$ cat config.mk
export PLATFORM = sky130hd
export DESIGN_NAME = stall_ctrl_flat
export DESIGN_NICKNAME = d
export VERILOG_FILES = /design/src/rtl/stall_ctrl_if.sv /design/src/rtl/stall_ctrl.sv /design/src/flat_wrapper.sv
export SDC_FILE = /design/constraint.sdc
export NUM_CORES = 1
export LEC_CHECK = 0
export CORE_MARGIN = 10
export CORE_UTILIZATION = 35
export DETAILED_ROUTE_END_ITERATION = 8
export MAX_ROUTING_LAYER = met4
export PLACE_DENSITY = 0.69
export SETUP_SLACK_MARGIN = 0.5
export SLEW_MARGIN = 5
export SYNTH_ARGS = -nofsm -noshare
export SYNTH_HDL_FRONTEND = slang
export SYNTH_SLANG_ARGS = --single-unit
$ cat constraint.sdc
create_clock -name clk -period 2.4 [get_ports clk]
set_clock_uncertainty 0.15 [all_clocks]
set_input_delay 0.48 -clock clk [delete_from_list [all_inputs] [get_ports clk]]
set_output_delay 0.48 -clock clk [all_outputs]
set_load 0.005 [all_outputs]
$ cat src/rtl/stall_ctrl_if.sv
// Hazard-unit bundle: decode/execute/memory operand info in, stall controls
// and mult/div busy view out.
interface stall_ctrl_if;
    logic [4:0]  D_rs;
    logic [4:0]  D_rt;
    logic [1:0]  D_Tuse_rs;
    logic [1:0]  D_Tuse_rt;
    logic        D_is_md;
    logic [4:0]  E_A3;
    logic [1:0]  E_Tnew;
    logic [4:0]  M_A3;
    logic [1:0]  M_Tnew;
    logic        E_md_start;
    logic        E_md_div;
    logic        stall;
    logic        PC_en;
    logic        D_en;
    logic        E_clear;
    logic        md_busy;
    logic [3:0]  md_cnt;
    logic [31:0] stall_cnt;

    modport master (
        output D_rs, D_rt, D_Tuse_rs, D_Tuse_rt, D_is_md,
        output E_A3, E_Tnew, M_A3, M_Tnew, E_md_start, E_md_div,
        input  stall, PC_en, D_en, E_clear, md_busy, md_cnt, stall_cnt
    );

    modport slave (
        input  D_rs, D_rt, D_Tuse_rs, D_Tuse_rt, D_is_md,
        input  E_A3, E_Tnew, M_A3, M_Tnew, E_md_start, E_md_div,
        output stall, PC_en, D_en, E_clear, md_busy, md_cnt, stall_cnt
    );
endinterface

$ cat src/rtl/stall_ctrl.sv
// Pipeline stall controller: Tuse/Tnew data-hazard detection, mult/div busy
// countdown, and a free-running count of stalled cycles.
module stall_ctrl (
    input  logic         clk,
    input  logic         reset,
    stall_ctrl_if.slave  bus
);
    typedef enum logic {IDLE, BUSY} md_state_t;

    md_state_t   w_state;
    logic [3:0]  r_md_cnt;
    logic [3:0]  w_md_cnt_next;
    logic [31:0] r_stall_cnt;
    logic        w_hz_rs;
    logic        w_hz_rt;
    logic        w_hz_md;
    logic        w_md_busy;
    logic        w_stall;

    // A nonzero source can never equal a zero destination, so the src!=0 test
    // also masks "no destination" producers.
    function automatic logic hazard(
        input logic [4:0] src,
        input logic [1:0] tuse,
        input logic [4:0] e_a3,
        input logic [1:0] e_tnew,
        input logic [4:0] m_a3,
        input logic [1:0] m_tnew
    );
        return (src != 5'd0) &&
               (((src == e_a3) && (e_tnew > tuse)) ||
                ((src == m_a3) && (m_tnew > tuse)));
    endfunction

    always_comb begin
        w_hz_rs   = hazard(bus.D_rs, bus.D_Tuse_rs, bus.E_A3, bus.E_Tnew,
                           bus.M_A3, bus.M_Tnew);
        w_hz_rt   = hazard(bus.D_rt, bus.D_Tuse_rt, bus.E_A3, bus.E_Tnew,
                           bus.M_A3, bus.M_Tnew);
        w_md_busy = bus.E_md_start | (r_md_cnt != 4'd0);
        w_hz_md   = bus.D_is_md & w_md_busy;
        w_stall   = w_hz_rs | w_hz_rt | w_hz_md;
    end

    // The FSM state is a view of the counter; no separate state register.
    always_comb begin
        w_state       = (r_md_cnt == 4'd0) ? IDLE : BUSY;
        w_md_cnt_next = r_md_cnt;
        case (w_state)
            IDLE: if (bus.E_md_start) w_md_cnt_next = bus.E_md_div ? 4'd10 : 4'd5;
            BUSY: w_md_cnt_next = r_md_cnt - 4'd1;
            default: w_md_cnt_next = 4'd0;
        endcase
    end

    always_ff @(posedge clk) begin
        if (reset) begin
            r_md_cnt    <= 4'd0;
            r_stall_cnt <= 32'd0;
        end else begin
            r_md_cnt <= w_md_cnt_next;
            if (w_stall) r_stall_cnt <= r_stall_cnt + 32'd1;
        end
    end

    assign bus.stall     = w_stall;
    assign bus.PC_en     = ~w_stall;
    assign bus.D_en      = ~w_stall;
    assign bus.E_clear   = w_stall;
    assign bus.md_busy   = w_md_busy;
    assign bus.md_cnt    = r_md_cnt;
    assign bus.stall_cnt = r_stall_cnt;
endmodule

$ cat src/flat_wrapper.sv
// flat-port wrapper written by rule: the top's interface ports become plain ports
module stall_ctrl_flat 
  (clk, reset, bus_D_rs, bus_D_rt, bus_D_Tuse_rs, bus_D_Tuse_rt, bus_D_is_md, bus_E_A3, bus_E_Tnew, bus_M_A3, bus_M_Tnew, bus_E_md_start, bus_E_md_div, bus_stall, bus_PC_en, bus_D_en, bus_E_clear, bus_md_busy, bus_md_cnt, bus_stall_cnt);
  stall_ctrl_if bus_i ();
  input  logic clk;
  input  logic reset;
  input wire logic [$bits(bus_i.D_rs)-1:0] bus_D_rs;
  input wire logic [$bits(bus_i.D_rt)-1:0] bus_D_rt;
  input wire logic [$bits(bus_i.D_Tuse_rs)-1:0] bus_D_Tuse_rs;
  input wire logic [$bits(bus_i.D_Tuse_rt)-1:0] bus_D_Tuse_rt;
  input wire logic [$bits(bus_i.D_is_md)-1:0] bus_D_is_md;
  input wire logic [$bits(bus_i.E_A3)-1:0] bus_E_A3;
  input wire logic [$bits(bus_i.E_Tnew)-1:0] bus_E_Tnew;
  input wire logic [$bits(bus_i.M_A3)-1:0] bus_M_A3;
  input wire logic [$bits(bus_i.M_Tnew)-1:0] bus_M_Tnew;
  input wire logic [$bits(bus_i.E_md_start)-1:0] bus_E_md_start;
  input wire logic [$bits(bus_i.E_md_div)-1:0] bus_E_md_div;
  output wire logic [$bits(bus_i.stall)-1:0] bus_stall;
  output wire logic [$bits(bus_i.PC_en)-1:0] bus_PC_en;
  output wire logic [$bits(bus_i.D_en)-1:0] bus_D_en;
  output wire logic [$bits(bus_i.E_clear)-1:0] bus_E_clear;
  output wire logic [$bits(bus_i.md_busy)-1:0] bus_md_busy;
  output wire logic [$bits(bus_i.md_cnt)-1:0] bus_md_cnt;
  output wire logic [$bits(bus_i.stall_cnt)-1:0] bus_stall_cnt;
  assign bus_i.D_rs = bus_D_rs;
  assign bus_i.D_rt = bus_D_rt;
  assign bus_i.D_Tuse_rs = bus_D_Tuse_rs;
  assign bus_i.D_Tuse_rt = bus_D_Tuse_rt;
  assign bus_i.D_is_md = bus_D_is_md;
  assign bus_i.E_A3 = bus_E_A3;
  assign bus_i.E_Tnew = bus_E_Tnew;
  assign bus_i.M_A3 = bus_M_A3;
  assign bus_i.M_Tnew = bus_M_Tnew;
  assign bus_i.E_md_start = bus_E_md_start;
  assign bus_i.E_md_div = bus_E_md_div;
  assign bus_stall = bus_i.stall;
  assign bus_PC_en = bus_i.PC_en;
  assign bus_D_en = bus_i.D_en;
  assign bus_E_clear = bus_i.E_clear;
  assign bus_md_busy = bus_i.md_busy;
  assign bus_md_cnt = bus_i.md_cnt;
  assign bus_stall_cnt = bus_i.stall_cnt;
  stall_ctrl u_core (.clk(clk), .reset(reset), .bus(bus_i));
endmodule
# == Word-level counts from Yosys, hierarchy flattened ==
# Cells that the tools add are included.
# op_classes
n_addsub,2
n_lt_le_gt_ge,4
eq_ne,5
muxes,4
bitwise_logic,5
reduce_logical,12
# ops
op,n
$add A32 B1 Y32 const B,1
$eq A5 B5 Y1,4
$reduce_bool A5 Y1,2
$gt A2 B2 Y1,4
$mux W4,2
$pmux W4 S2,1
$logic_and A1 B1 Y1,6
$logic_not A4 Y1,1
$reduce_bool A4 Y1,1
$sub A4 B1 Y4 const B,1
$or A1 B1 Y1,3
$logic_or A1 B1 Y1,2
$ne A2 B2 Y1 const B,1
$and A1 B1 Y1,1
$mux W1,1
$not A1 Y1,1
# totals
register_bits,36
inputBits,33
out_inout_bits,41
wordCells,34

# == Logic depth before layout (Yosys ltp) ==
# Gate-level depths: netlist of run 1.
# logic_depth
word_depth,7
mapped_depth,10
mapped_depth_nobuf,9

# == Least setup slack after synthesis of run 1 ==
# Ideal clock, no wire load.
# synth_path
path_type,input -> output
start,in bus_D_Tuse_rt[1]
end,out bus_PC_en
arrival_time_ps,2038
required_time_ps,1770
setup_slack_ps,-268
stages,10
cell_sequence,inv_1 > ha_1 > nor2b_1 > o2111ai_1 > o22ai_1 > a21boi_1 > buf_2 > nand2_1 > inv_1 > buf_4
# synth_between
elab_chain_cells,7
elab_cells_between_ends,9
classes_between,order compare (2); bitwise (3); reduce/logical (4)
# synth_rtl
item,line,text
"start, declared",flat_wrapper.sv:10,input wire logic [$bits(bus_i.D_Tuse_rt)-1:0] bus_D_Tuse_rt;
"$gt A2 B2 Y1, on equally long branches","stall_ctrl.sv:31, stall_ctrl.sv:32",
"$logic_and A1 B1 Y1, on equally long branches","stall_ctrl.sv:31, stall_ctrl.sv:32",
$logic_or A1 B1 Y1 (*),stall_ctrl.sv:31,(((src == e_a3) && (e_tnew > tuse)) ||
$logic_and A1 B1 Y1 (*),stall_ctrl.sv:30,return (src != 5'd0) &&
$or A1 B1 Y1 (*) (2 in a row),stall_ctrl.sv:42,w_stall = w_hz_rs | w_hz_rt | w_hz_md;
net bus_E_clear,flat_wrapper.sv:21,output wire logic [$bits(bus_i.E_clear)-1:0] bus_E_clear;
$not A1 Y1 (*),--,
"end, declared",flat_wrapper.sv:19,output wire logic [$bits(bus_i.PC_en)-1:0] bus_PC_en;
# Mark *: on every way through the listed nets, which the timed path passes. The rest lies on a longest branch.

# == Worst setup path in the final report of run 1 ==
# layout_path
start,in bus_D_Tuse_rs[1]
end,out bus_E_clear
# layout_between
elab_chain_cells,6
elab_cells_between_ends,8
classes_between,order compare (2); bitwise (2); reduce/logical (4)
# layout_rtl
item,line,text
"start, declared",flat_wrapper.sv:9,input wire logic [$bits(bus_i.D_Tuse_rs)-1:0] bus_D_Tuse_rs;
"$gt A2 B2 Y1, on equally long branches","stall_ctrl.sv:31, stall_ctrl.sv:32",
"$logic_and A1 B1 Y1, on equally long branches","stall_ctrl.sv:31, stall_ctrl.sv:32",
$logic_or A1 B1 Y1 (*),stall_ctrl.sv:31,
$logic_and A1 B1 Y1 (*),stall_ctrl.sv:30,
$or A1 B1 Y1 (*) (2 in a row),stall_ctrl.sv:42,
"end, declared",flat_wrapper.sv:21,
# Mark *: on every way between the ends. The rest lies on a longest branch, timed or not.

==> results by group, run 1 <==
Final layout
  • Layout area overhead: 74.0%
  • Fill count: 541
  • Nets: 426
  • ANT cells: 0
  • Fin area: 3920 sq um
  • Fin cells: 460
  • Layout cells sized above 1: about two fifths
  • Post-layout util: between 60 and 70%

STA
  • Post-layout min period: between 2 and 3 ns
  • Pins Over Slew Limit: 0
  • Final Hold Vio Count: 0
  • Final worst setup slack: -0.109 ns
  • Setup Viol. Count Final: 17
  • Relative slew slack: between 50% and 60%
  • Max frequency: ~400 MHz
  • Unrepaired setup endpoints after global routing: true
  • Final period util: 105%
  • Worst slew pin tran: between 0.7 and 0.8 ns

Floorplanning
  • # rows: 29
  • Die area: about 10000 sq um
  • I/O Pins: 74
  • Initial Util: 35.6%
  • Die Span Y: 100 um
  • Die extent in x: 100 um
  • Core area: 6310 sq um

Setup path
  • CP top delay family: simple AND/OR/NAND/NOR gates
  • Crit-path cells: buf_8 > inv_8 > ha_4 > nand2_2 > nand4_1 > nor4_2 > o22ai_2 > buf_4 > nand2_4 > buf_6 > buf_6
  • Worst Path Max Fanout: 3
  • Crit path required time: 1.77 ns
  • Setup Crit Path Kind: in -> out
  • CP Buf/Inv Count: 5
  • CP startpoint kind: input port
  • Slowest CP cell: nor4_2
  • CP most frequent cell: buf_6
  • Worst Setup End Kind: primary output
  • Slowest cell delay on critical path: about 0.3 ns
  • Critical Path AT: between 1.5 and 2 ns

Route
  • # DRC: 0
  • Final WL: approximately 7400 um
  • Post-route ant nets: 0
  • Vias: about 2400
  • Routed vias/inst: approximately 5.2
  • WL per Instance: 16.2 um
  • 1st-pass router iterations: 4
  • Drt first-iter violations: 89

Clock network
  • TritonCTS Buffers: 5
  • H-tree levels: 2
  • Clk slew on worst S/H paths: around 0.080 ns
  • Clock root cell: clkbuf_8
  • Clk sinks: 36
  • CTS tree: done
  • Clk_lat worst skew: about 0.30 ns
  • Max Root-Sink Buffers: 2
  • Post-CTS Hold Buffers: 0

Yosys
  • Yosys warns: 0
  • #FFs+latches synth: 36
  • Synth Flop Type: dfxtp_1
  • Register area share after synthesis: between 30 and 40%
  • EDFF count, synth: 0
  • Leading area contributor after synthesis: dfxtp_1
  • Async SR Flop Fraction: 0%
  • Commonest cells post-synth: 36 x dfxtp_1, 30 x xnor2_1, 25 x a21oi_1, 22 x nor2_1, 19 x inv_1
  • Synth Area per Inst: roughly 8.3 sq um
  • Yosys cell types: 38
  • Synth Instances: approximately 270
  • Mapped Area: around 2200 sq um
  • Net count after synthesis: 315
  • Top cell type's share of synthesized area: roughly 32%
  • Most frequent cell after synthesis: dfxtp_1
  • Top cells by area, synth: dfxtp_1 32%, xnor2_1 12%, ha_1 6.1%

Global route
  • Initial antenna violation count: 0
  • GR Util All Layers: 14.0%
  • GR Overflow Total: 0
  • Largest net degree at the start of global routing: 30
  • First-pass GRT wire length: between 10000 and 15000 um
  • Number of global-route vias before repair: roughly 2300

Power and ir drop
  • Switch share: just over 30%
  • Overall Power: 2.01 mW
  • Comb power frac: between 30% and 40%
  • Sequential power share: ~34%
  • Pleak: between 1 and 1.5 nW
  • Clock power frac: between 20% and 30%
  • P per Cell Area: approximately 500 nW/um^2
  • P_int: about 1.4 mW
  • Net Sw Power: around 0.62 mW
  • Max IR drop VDD: 0.378 mV

Placement
  • Global placement routability congestion: approximately 0.86
  • Cells after DPL: between 400 and 500
  • Dpl hpwl: around 5200 um
  • I/O Buffers: 73
  • Area after DPL: ~3300 sq um
  • Pre-CTS setup slack: -1.03 ns

Worst hold path
  • Min-Delay Path Class: reg -> reg

Run status
  • Status: finished, violations left
  • Violated checks: negative setup slack

Flow run
  • MaxCap Viol Count: 0
routing by layer:
| metal | vias up | global-route usage (%) | wire [um] |
|---|---|---|---|
| met5 | - | - | 0 |
| met4 | 0 | 3.91 | 100 |
| met3 | 9 | 2.61 | 331 |
| met2 | 77 | 22.4 | 3600 |
| met1 | 1148 | 17.6 | 3420 |
| li1 | 1179 | - | - |
repair_timing:
| action | 4_1_cts | 5_1_grt |
|---|---|---|
| setup buffers | 8 | 8 |
| endpoints found under the setup margin | 46 | 52 |
| pin swaps | 28 | 20 |
| cloned | 1 | 0 |
| gates resized for setup | 158 | 49 |
metrics by stage:
step	TNS, ns	hold WS (ns)
after detailed placement	-27.07	0.344
after global routing	-3.79	0.379
after floorplan	-0.00494	0.335
after CTS	-2.90	0.356
after global placement	-25.88	0.334
final	-1.36	0.364
worst reg2reg max path: stages (launching register included):
cell     delay, ns
dfxtp_2       0.40
and3_1        0.21
and3_1        0.19
nand3_1       0.51
a21oi_4       0.38
buf_6         0.17
a31o_2        0.15
a21oi_1       0.05
kinds of logic after synthesis:
kind of cell / after synthesis / share of synthesized area, %
flops: 36 / 32.0
buf+inv: 33 / 6.67
fa+ha+maj: 11 / 6.12
xor+xnor: 34 / 13.2
compound gates: 61 / 18.5
simple gates: 93 / 22.0
mux: 3 / 1.45
layout make-up:
cell class              count  area (sq um)  share of cell area, %
flip-flops and latches     36           748                   19.1
multi-input cells         202          1740                   44.4
clock buffers               5          68.8                   1.76
repair buffers            118          1130                   28.8
inverters                  19          93.8                   2.40
well taps                  77          96.3                   2.46
clock inverters             3          42.5                   1.09
placed cells by master, fill, tap and decap left out, drive strengths merged, types with 2 or more instances in the layout:
| master | instances |
|---|---|
| nand4 | 9 |
| a21boi | 2 |
| and3 | 7 |
| a2111oi | 2 |
| clkdlybuf4s15 | 3 |
| mux2 | 2 |
| o2111ai | 2 |
| clkbuf | 7 |
| nor3 | 2 |
| or3 | 10 |
| ha | 11 |
| clkdlybuf4s50 | 34 |
| buf | 60 |
| nand2 | 17 |
| o21ai | 11 |
| nor4 | 2 |
| or4 | 3 |
| o22ai | 2 |
| a31o | 4 |
| dfxtp | 36 |
| nand3 | 13 |
| xor2 | 4 |
| dlymetal6s2s | 3 |
| nor2 | 22 |
| dlygate4sd2 | 16 |
| a211oi | 9 |
| inv | 19 |
| a21oi | 25 |
| o31ai | 2 |
| xnor2 | 30 |
| nor2b | 4 |
| and4 | 2 |
registers in the layout, indices dropped and copies added, names as in the netlist:
name	flops
u_core.bus.stall_cnt	32
u_core.bus.md_cnt	4
power by group through the flow:
stage	Clock [mW]	Combinational, mW	Sequential, mW
2_1_floorplan	0	0.277	0.688
5_1_grt	0.581	0.842	0.682
4_1_cts	0.559	0.692	0.676
3_3_place_gp	0	0.577	0.679
6_report	0.548	0.781	0.677
3_5_place_dp	0	0.589	0.678
final timing paths:
kind	start	end	slack, ns	cells after the start
setup / recovery	bus_D_Tuse_rs[1]	bus_E_clear	-0.11	11
hold / removal	u_core.bus.stall_cnt[22]	u_core.bus.stall_cnt[22]	0.36	2
setup reg to reg	u_core.bus.stall_cnt[2]	u_core.bus.stall_cnt[17]	0.09	7
hold reg to reg	u_core.bus.stall_cnt[22]	u_core.bus.stall_cnt[22]	0.36	2
Power figures use the tool's default switching activity.
==> inputs of run 2 (changes only) <==
--- a/config.mk
+++ b/config.mk
@@ -11,6 +11,7 @@
 export MAX_ROUTING_LAYER = met4
 export PLACE_DENSITY = 0.69
 export SETUP_SLACK_MARGIN = 0.5
+export SKIP_LAST_GASP = 1
 export SLEW_MARGIN = 5
 export SYNTH_ARGS = -nofsm -noshare
 export SYNTH_HDL_FRONTEND = slang
==> run 2 against run 1 <==
  * The run still ends with negative setup slack left
  * Routed wire length rose by 0.75%
  * Register-to-register slack better by 0.03 ns
  * Sequential power about the same
  * Combinational power about the same
  * Critical path type is now in -> reg
  * Largest cell class unchanged
==> results by group, run 2 (synthesis gave the netlist of run 1 again) <==
Global route
  • Number of global-route vias before repair: 2277 (was 2301)
  • GR met3 Demand/Resource: 2.61% (unchanged)
  • GR peak layer: met2 (unchanged)
  • M1 GR Usage: 17.6% (about the same)
  • First-pass GRT wire length: 11300 um (was 11400 um)
  • GR Overflow Total: 0 (unchanged)
  • Initial antenna violation count: 0 (unchanged)
  • GR Util All Layers: 14.0% (about the same)
  • Largest net degree at the start of global routing: 30 (unchanged)
  • GR Util met2: 22.3% (was 22.4%)

Clock network
  • TritonCTS Buffers: 5 (unchanged)
  • Max Root-Sink Buffers: 2 (unchanged)
  • Post-CTS Hold Buffers: 0 (unchanged)
  • H-tree levels: 2 (unchanged)
  • Clk sinks: 36 (unchanged)
  • Clk slew on worst S/H paths: 0.08 ns (about the same)
  • Clock root cell: clkbuf_8 (unchanged)
  • CTS tree: done (unchanged)
  • Clk_lat worst skew: 0.30 ns (about the same)

Power and ir drop
  • Max IR drop VDD: 0.367 mV (was 0.378 mV)
  • Overall Power: 2.01 mW (about the same)
  • Pleak: 1.47 nW (about the same)
  • P per Cell Area: 509 nW/um^2 (was 512 nW/um^2)

STA
  • Max frequency: 391 MHz (was 399 MHz)
  • Worst slew pin tran: 0.728 ns (was 0.743 ns)
  • Setup tns final: -1.94 ns (was -1.36 ns)
  • Setup Viol. Count Final: 24 (was 17)
  • Final period util: 107% (was 105%)
  • Post-layout min period: 2.56 ns (was 2.51 ns)
  • Final worst setup slack: -0.157 ns (was -0.109 ns)
  • Pins Over Slew Limit: 0 (unchanged)
  • Relative slew slack: 51.3% (was 50.3%)
  • Unrepaired setup endpoints after global routing: true (unchanged)
  • Final Hold Vio Count: 0 (unchanged)

Floorplanning
  • I/O Pins: 74 (unchanged)
  • Die area: 10000 sq um (unchanged)
  • Core area: 6310 sq um (unchanged)
  • # rows: 29 (unchanged)
  • Die extent in x: 100 um (unchanged)
  • Die Span Y: 100 um (unchanged)
  • Initial Util: 35.6% (unchanged)

Worst hold path
  • Min-Delay Path Class: reg -> reg (unchanged)
  • WHS Endpoint: u_core.bus.stall_cnt[22] (unchanged)
  • Hold path startpoint: u_core.bus.stall_cnt[22] (unchanged)
  • Hold path depth: 2 (unchanged)

Final layout
  • ANT cells: 0 (unchanged)
  • Fin cells: 460 (unchanged)
  • Max FFs per register: 32 (unchanged)
  • Commonest non-fill, non-tap cell in the layout: clkdlybuf4s50_1 (unchanged)
  • Most frequent cells in the layout: 34 x clkdlybuf4s50_1, 25 x buf_6, 24 x buf_4 (was 34 x clkdlybuf4s50_1, 27 x buf_4, 23 x xnor2_1)
  • Layout area overhead: 75.6% (was 74.0%)
  • Fill count: 545 (was 541)
  • Layout cells sized above 1: 41.0% (was 39.9%)
  • Nets: 426 (unchanged)

Placement
  • I/O Buffers: 73 (unchanged)
  • Cells after DPL: 435 (unchanged)
  • Pre-CTS setup slack: -1.03 ns (unchanged)
  • Dpl hpwl: 5190 um (unchanged)
  • Global placement routability congestion: 0.864 (unchanged)

Run status
  • Status: finished, violations left (unchanged)
  • Violated checks: negative setup slack (unchanged)

Setup path
  • R2R setup slack: 0.12 ns (was 0.09 ns)
  • Worst Setup End Kind: flip-flop (was primary output)
  • Worst Path Max Fanout: 7 (was 3)
  • Critical Path AT: 2.65 ns (was 1.88 ns)
  • Worst reg2reg endpoint: u_core.bus.stall_cnt[25] (was u_core.bus.stall_cnt[17])
  • CP startpoint kind: input port (unchanged)
  • Startpoint of the worst-slack reg-to-reg timing path: u_core.bus.stall_cnt[2] (unchanged)
  • Setup Crit Path Kind: in -> reg (was in -> out)
  • Reg2reg path depth: 7 (unchanged)
  • Crit path required time: 2.49 ns (was 1.77 ns)

Route
  • Final WL: 7500 um (was 7450 um)
  • WL per Instance: 16.3 um (was 16.2 um)
  • 1st-pass router iterations: 4 (unchanged)
  • # DRC: 0 (unchanged)
  • Routed vias/inst: 5.15 (was 5.25)
  • Post-route ant nets: 0 (unchanged)
  • Drt first-iter violations: 98 (was 89)
  • Vias: 2370 (was 2413)

Flow run
  • MaxCap Viol Count: 0 (unchanged)
## run 2: how the worst max path moves through the flow
stage | from | to | depth (start not counted)
final | bus_M_Tnew[1] | u_core.bus.stall_cnt[28] | 11
after global routing | bus_D_Tuse_rs[1] | u_core.bus.stall_cnt[28] | 12
after CTS | bus_D_Tuse_rs[1] | u_core.bus.stall_cnt[22] | 12
after detailed placement | bus_D_Tuse_rt[1] | bus_D_en | 10
after global placement | bus_D_Tuse_rt[1] | bus_D_en | 10
after floorplan | bus_D_Tuse_rt[1] | bus_PC_en | 10
## run 2: report_power, final
part | internal [mW] | switching [mW] | total, mW
clock | 0.308 | 0.242 | 0.549
combinational | 0.444 | 0.339 | 0.783
sequential | 0.641 | 0.0371 | 0.678
## run 2: area by class of cell
cell class / instances / area [sq um] / share of cell area [%]
multi-input cells: 202 / 1770 / 44.8
repair buffers: 118 / 1130 / 28.7
clock inverters: 3 / 42.5 / 1.08
well taps: 77 / 96.3 / 2.44
clock buffers: 5 / 68.8 / 1.74
inverters: 19 / 93.8 / 2.38
flip-flops and latches: 36 / 746 / 18.9
## run 2: critical path, stage by stage
cell and delay (ns):
buf_6 0.10, buf_4 0.13, ha_4 0.27, a21oi_2 0.05, nor4_2 0.34, o22ai_4 0.15, buf_6 0.14, buf_6 0.11
a31o_4 0.26, or4_4 0.49, a21oi_2 0.12
## run 2: timing repair
item                                    4_1_cts  5_1_grt
cloned                                        1        0
pin swaps                                    28       26
buffers inserted                              8        8
hold endpoints to repair                      0        0
gates resized for setup                     146       68
endpoints found under the setup margin       46       52
## run 2: metal layers
metal | routed length [um] | vias to the layer above | share of wire, %
li1 | - | 1175 | -
met1 | 3490 | 1119 | 46
met2 | 3610 | 65 | 48
met3 | 284 | 11 | 3.8
met4 | 117 | 0 | 1.6
met5 | 0 | - | 0
## run 2: metrics by stage
step	hold slack, ns	area [sq um]	util [%]
detailed placement	0.344	3290	52.1
floorplan	0.335	2360	-
global route	0.379	3950	62.6
finish	0.366	3950	62.6
CTS	0.356	3680	58.3
global placement	0.334	3290	52.1
==> inputs of run 3 (changes only) <==
--- a/config.mk
+++ b/config.mk
@@ -8,6 +8,7 @@
 export CORE_MARGIN = 10
 export CORE_UTILIZATION = 35
 export DETAILED_ROUTE_END_ITERATION = 8
+export GPL_TIMING_DRIVEN = 0
 export MAX_ROUTING_LAYER = met4
 export PLACE_DENSITY = 0.69
 export SETUP_SLACK_MARGIN = 0.5
==> run 3 against run 2 <==
  * The run still ends with negative setup slack left
  * Register-to-register slack got worse by 0.05 ns
  * Global-route usage rose by 0.53 points
  * Flip-flop and latch count did not move
  * Sequential power rose by 2%
  * Combinational power fell by 4.0%
  * Die area did not move
  * First-iteration DRC count fell by 24%
  * Utilization rose by 0.59 points
  * Clock power fell by 0.9%
  * Sequential share of layout area fell by 0.052 points
  * Maximum frequency rose by 0.89%
  * Via count rose by 0.72%
  * Critical path type is now in -> out
==> results by group, run 3 (synthesis gave the netlist of run 1 again) <==
STA
  • Final worst setup slack: -0.134 ns (was -0.157 ns)
  • Relative slew slack: 62.0% (was 51.3%)
  • Max frequency: 395 MHz (was 391 MHz)
  • Final period util: 106% (was 107%)
  • Worst slew pin tran: 0.571 ns (was 0.728 ns)
  • Pins Over Slew Limit: 0 (unchanged)
  • Unrepaired setup endpoints after global routing: true (unchanged)
  • Setup Viol. Count Final: 12 (was 24)
  • Post-layout min period: 2.53 ns (was 2.56 ns)
  • Final Hold Vio Count: 0 (unchanged)

Route
  • Routed vias/inst: 5.22 (was 5.15)
  • Final WL: 7850 um (was 7500 um)
  • Drt first-iter violations: 74 (was 98)
  • 1st-pass router iterations: 6 (was 4)
  • Post-route ant nets: 0 (unchanged)
  • # DRC: 0 (unchanged)
  • WL per Instance: 17.2 um (was 16.3 um)
  • Vias: 2387 (was 2370)

Worst hold path
  • Min-Delay Path Class: reg -> reg (unchanged)

Floorplanning
  • Initial Util: 35.6% (unchanged)
  • Die area: 10000 sq um (unchanged)
  • I/O Pins: 74 (unchanged)
  • Die Span Y: 100 um (unchanged)
  • # rows: 29 (unchanged)
  • Core area: 6310 sq um (unchanged)
  • Die extent in x: 100 um (unchanged)

Setup path
  • Slowest CP cell: ha_4 (was or4_4)
  • Crit-path cells: buf_8 > inv_12 > ha_4 > nor2b_4 > o2111ai_2 > o22ai_2 > a21boi_2 > buf_6 > nand2_8 > inv_4 > buf_6 > buf_6 (was buf_6 > buf_4 > ha_4 > a21oi_2 > nor4_2 > o22ai_4 > buf_6 > buf_6 > a31o_4 > or4_4 > a21oi_2)
  • CP startpoint kind: input port (unchanged)
  • R2R setup slack: 0.07 ns (was 0.12 ns)
  • CP most frequent cell: buf_6 (unchanged)
  • Worst Setup End Kind: primary output (was flip-flop)
  • Setup Crit Path Kind: in -> out (was in -> reg)
  • Critical Path AT: 1.90 ns (was 2.65 ns)
  • Crit path required time: 1.77 ns (was 2.49 ns)
  • Worst Path Max Fanout: 6 (was 7)
  • Slowest cell delay on critical path: 0.25 ns (was 0.49 ns)

Global route
  • Number of global-route vias before repair: 2293 (was 2277)
  • First-pass GRT wire length: 11800 um (was 11300 um)
  • GR Overflow Total: 0 (unchanged)
  • Initial antenna violation count: 0 (unchanged)
  • Largest net degree at the start of global routing: 12 (was 30)
  • GR Util All Layers: 14.5% (was 14.0%)

Final layout
  • Layout cells sized above 1: 41.3% (was 41.0%)
  • Commonest non-fill, non-tap cell in the layout: clkdlybuf4s50_1 (unchanged)
  • Layout area overhead: 77.3% (was 75.6%)
  • ANT cells: 0 (unchanged)
  • Most frequent cells in the layout: 37 x clkdlybuf4s50_1, 26 x xnor2_1, 24 x buf_6 (was 34 x clkdlybuf4s50_1, 25 x buf_6, 24 x buf_4)
  • Fin area: 3990 sq um (was 3950 sq um)
  • Fill count: 531 (was 545)
  • Max FFs per register: 32 (unchanged)
  • Nets: 423 (was 426)

Placement
  • Dpl hpwl: 5210 um (was 5190 um)
  • Area after DPL: 3190 sq um (was 3290 sq um)
  • Global placement routability congestion: 0.869 (was 0.864)
  • I/O Buffers: 73 (unchanged)
  • Pre-CTS setup slack: -1.43 ns (was -1.03 ns)

Run status
  • Violated checks: negative setup slack (unchanged)
  • Status: finished, violations left (unchanged)

Clock network
  • Clock root cell: clkbuf_8 (unchanged)
  • Max Root-Sink Buffers: 2 (unchanged)
  • TritonCTS Buffers: 5 (unchanged)
  • Clk_lat worst skew: 0.29 ns (was 0.30 ns)
  • H-tree levels: 2 (unchanged)
  • CTS tree: done (unchanged)
  • Post-CTS Hold Buffers: 0 (unchanged)
  • Clk slew on worst S/H paths: 0.08 ns (about the same)
  • Clk sinks: 36 (unchanged)

Power and ir drop
  • Net Sw Power: 0.611 mW (was 0.618 mW)
  • Max IR drop VDD: 0.430 mV (was 0.367 mV)
  • Overall Power: 1.99 mW (was 2.01 mW)
  • P_int: 1.38 mW (was 1.39 mW)
  • Comb power frac: 37.9% (was 38.9%)
  • P per Cell Area: 498 nW/um^2 (was 509 nW/um^2)
  • Sequential power share: 34.7% (was 33.7%)
  • Switch share: 30.8% (was 30.7%)
  • Pleak: 1.43 nW (was 1.47 nW)
  • Clock power frac: 27.4% (was 27.3%)

Flow run
  • MaxCap Viol Count: 0 (unchanged)
run 3: changes by cell type in the layout (fill, tap and decap cells not counted), moves of 4 or more:
cell and delta:
buf_4 -8, clkbuf_1 +4, clkdlybuf4s15_1 +6, dlygate4sd2_1 -8, o21ai_1 -9, o21ai_2 +6
run 3: metal layers:
metal | routed length [um] | up-vias | global-route usage (%)
met5 | 0 | - | -
met4 | 48 | 0 | 3.91
met3 | 407 | 4 | 3.23
met2 | 3800 | 69 | 22.9
met1 | 3590 | 1146 | 18.2
li1 | - | 1168 | -
run 3: power by group through the flow:
stage          Sequential (mW)  Combinational, mW  Clock, mW
2_1_floorplan            0.688              0.277          0
3_3_place_gp             0.691              0.515          0
3_5_place_dp             0.693              0.519          0
4_1_cts                  0.688              0.677      0.547
5_1_grt                  0.698              0.826      0.569
6_report                 0.690              0.752      0.544
run 3: final cells by class:
class | count | area (sq um) | area share [%]
clock buffers | 6 | 72.6 | 1.82
clock inverters | 2 | 35.0 | 0.879
repair buffers | 101 | 971 | 24.3
plain buffers | 14 | 139 | 3.48
inverters | 19 | 101 | 2.54
well taps | 77 | 96.3 | 2.42
flip-flops and latches | 36 | 751 | 18.8
multi-input cells | 202 | 1820 | 45.7
run 3: path summary, 6_finish.rpt:
kind                                  from                  endpoint  cells after the start
hold / removal    u_core.bus.stall_cnt[10]  u_core.bus.stall_cnt[10]                      2
setup / recovery          bus_D_Tuse_rt[1]                 bus_PC_en                     12
setup reg to reg   u_core.bus.stall_cnt[7]  u_core.bus.stall_cnt[28]                      9
hold reg to reg   u_core.bus.stall_cnt[10]  u_core.bus.stall_cnt[10]                      2
run 3: metrics by stage:
step                hold slack (ns)  setup TNS [ns]  utilization (%)  instances
floorplan                     0.335        -0.00494                -        271
global placement              0.343          -26.88             50.5        421
detailed placement            0.343          -27.80             50.5        421
CTS                           0.356           -1.26             58.1        445
global route                  0.366           -1.75             63.2        457
finish                        0.340          -0.548             63.2        457
run 3: critical path: cells and delay by family:
family                   cells  cell delay (ns)
buffers and inverters        6             0.49
adder cells (fa/ha/maj)      1             0.25
AND/OR/NAND/NOR              2             0.19
AO/OA/AOI/OAI                3             0.47
run 3: what timing repair did:
action | in CTS | in global routing
pin swaps | 29 | 44
buffers inserted | 14 | 11
endpoints found under the setup margin | 45 | 49
hold endpoints to repair | 0 | 0
resized for setup | 160 | 71
gates cloned | 2 | 1
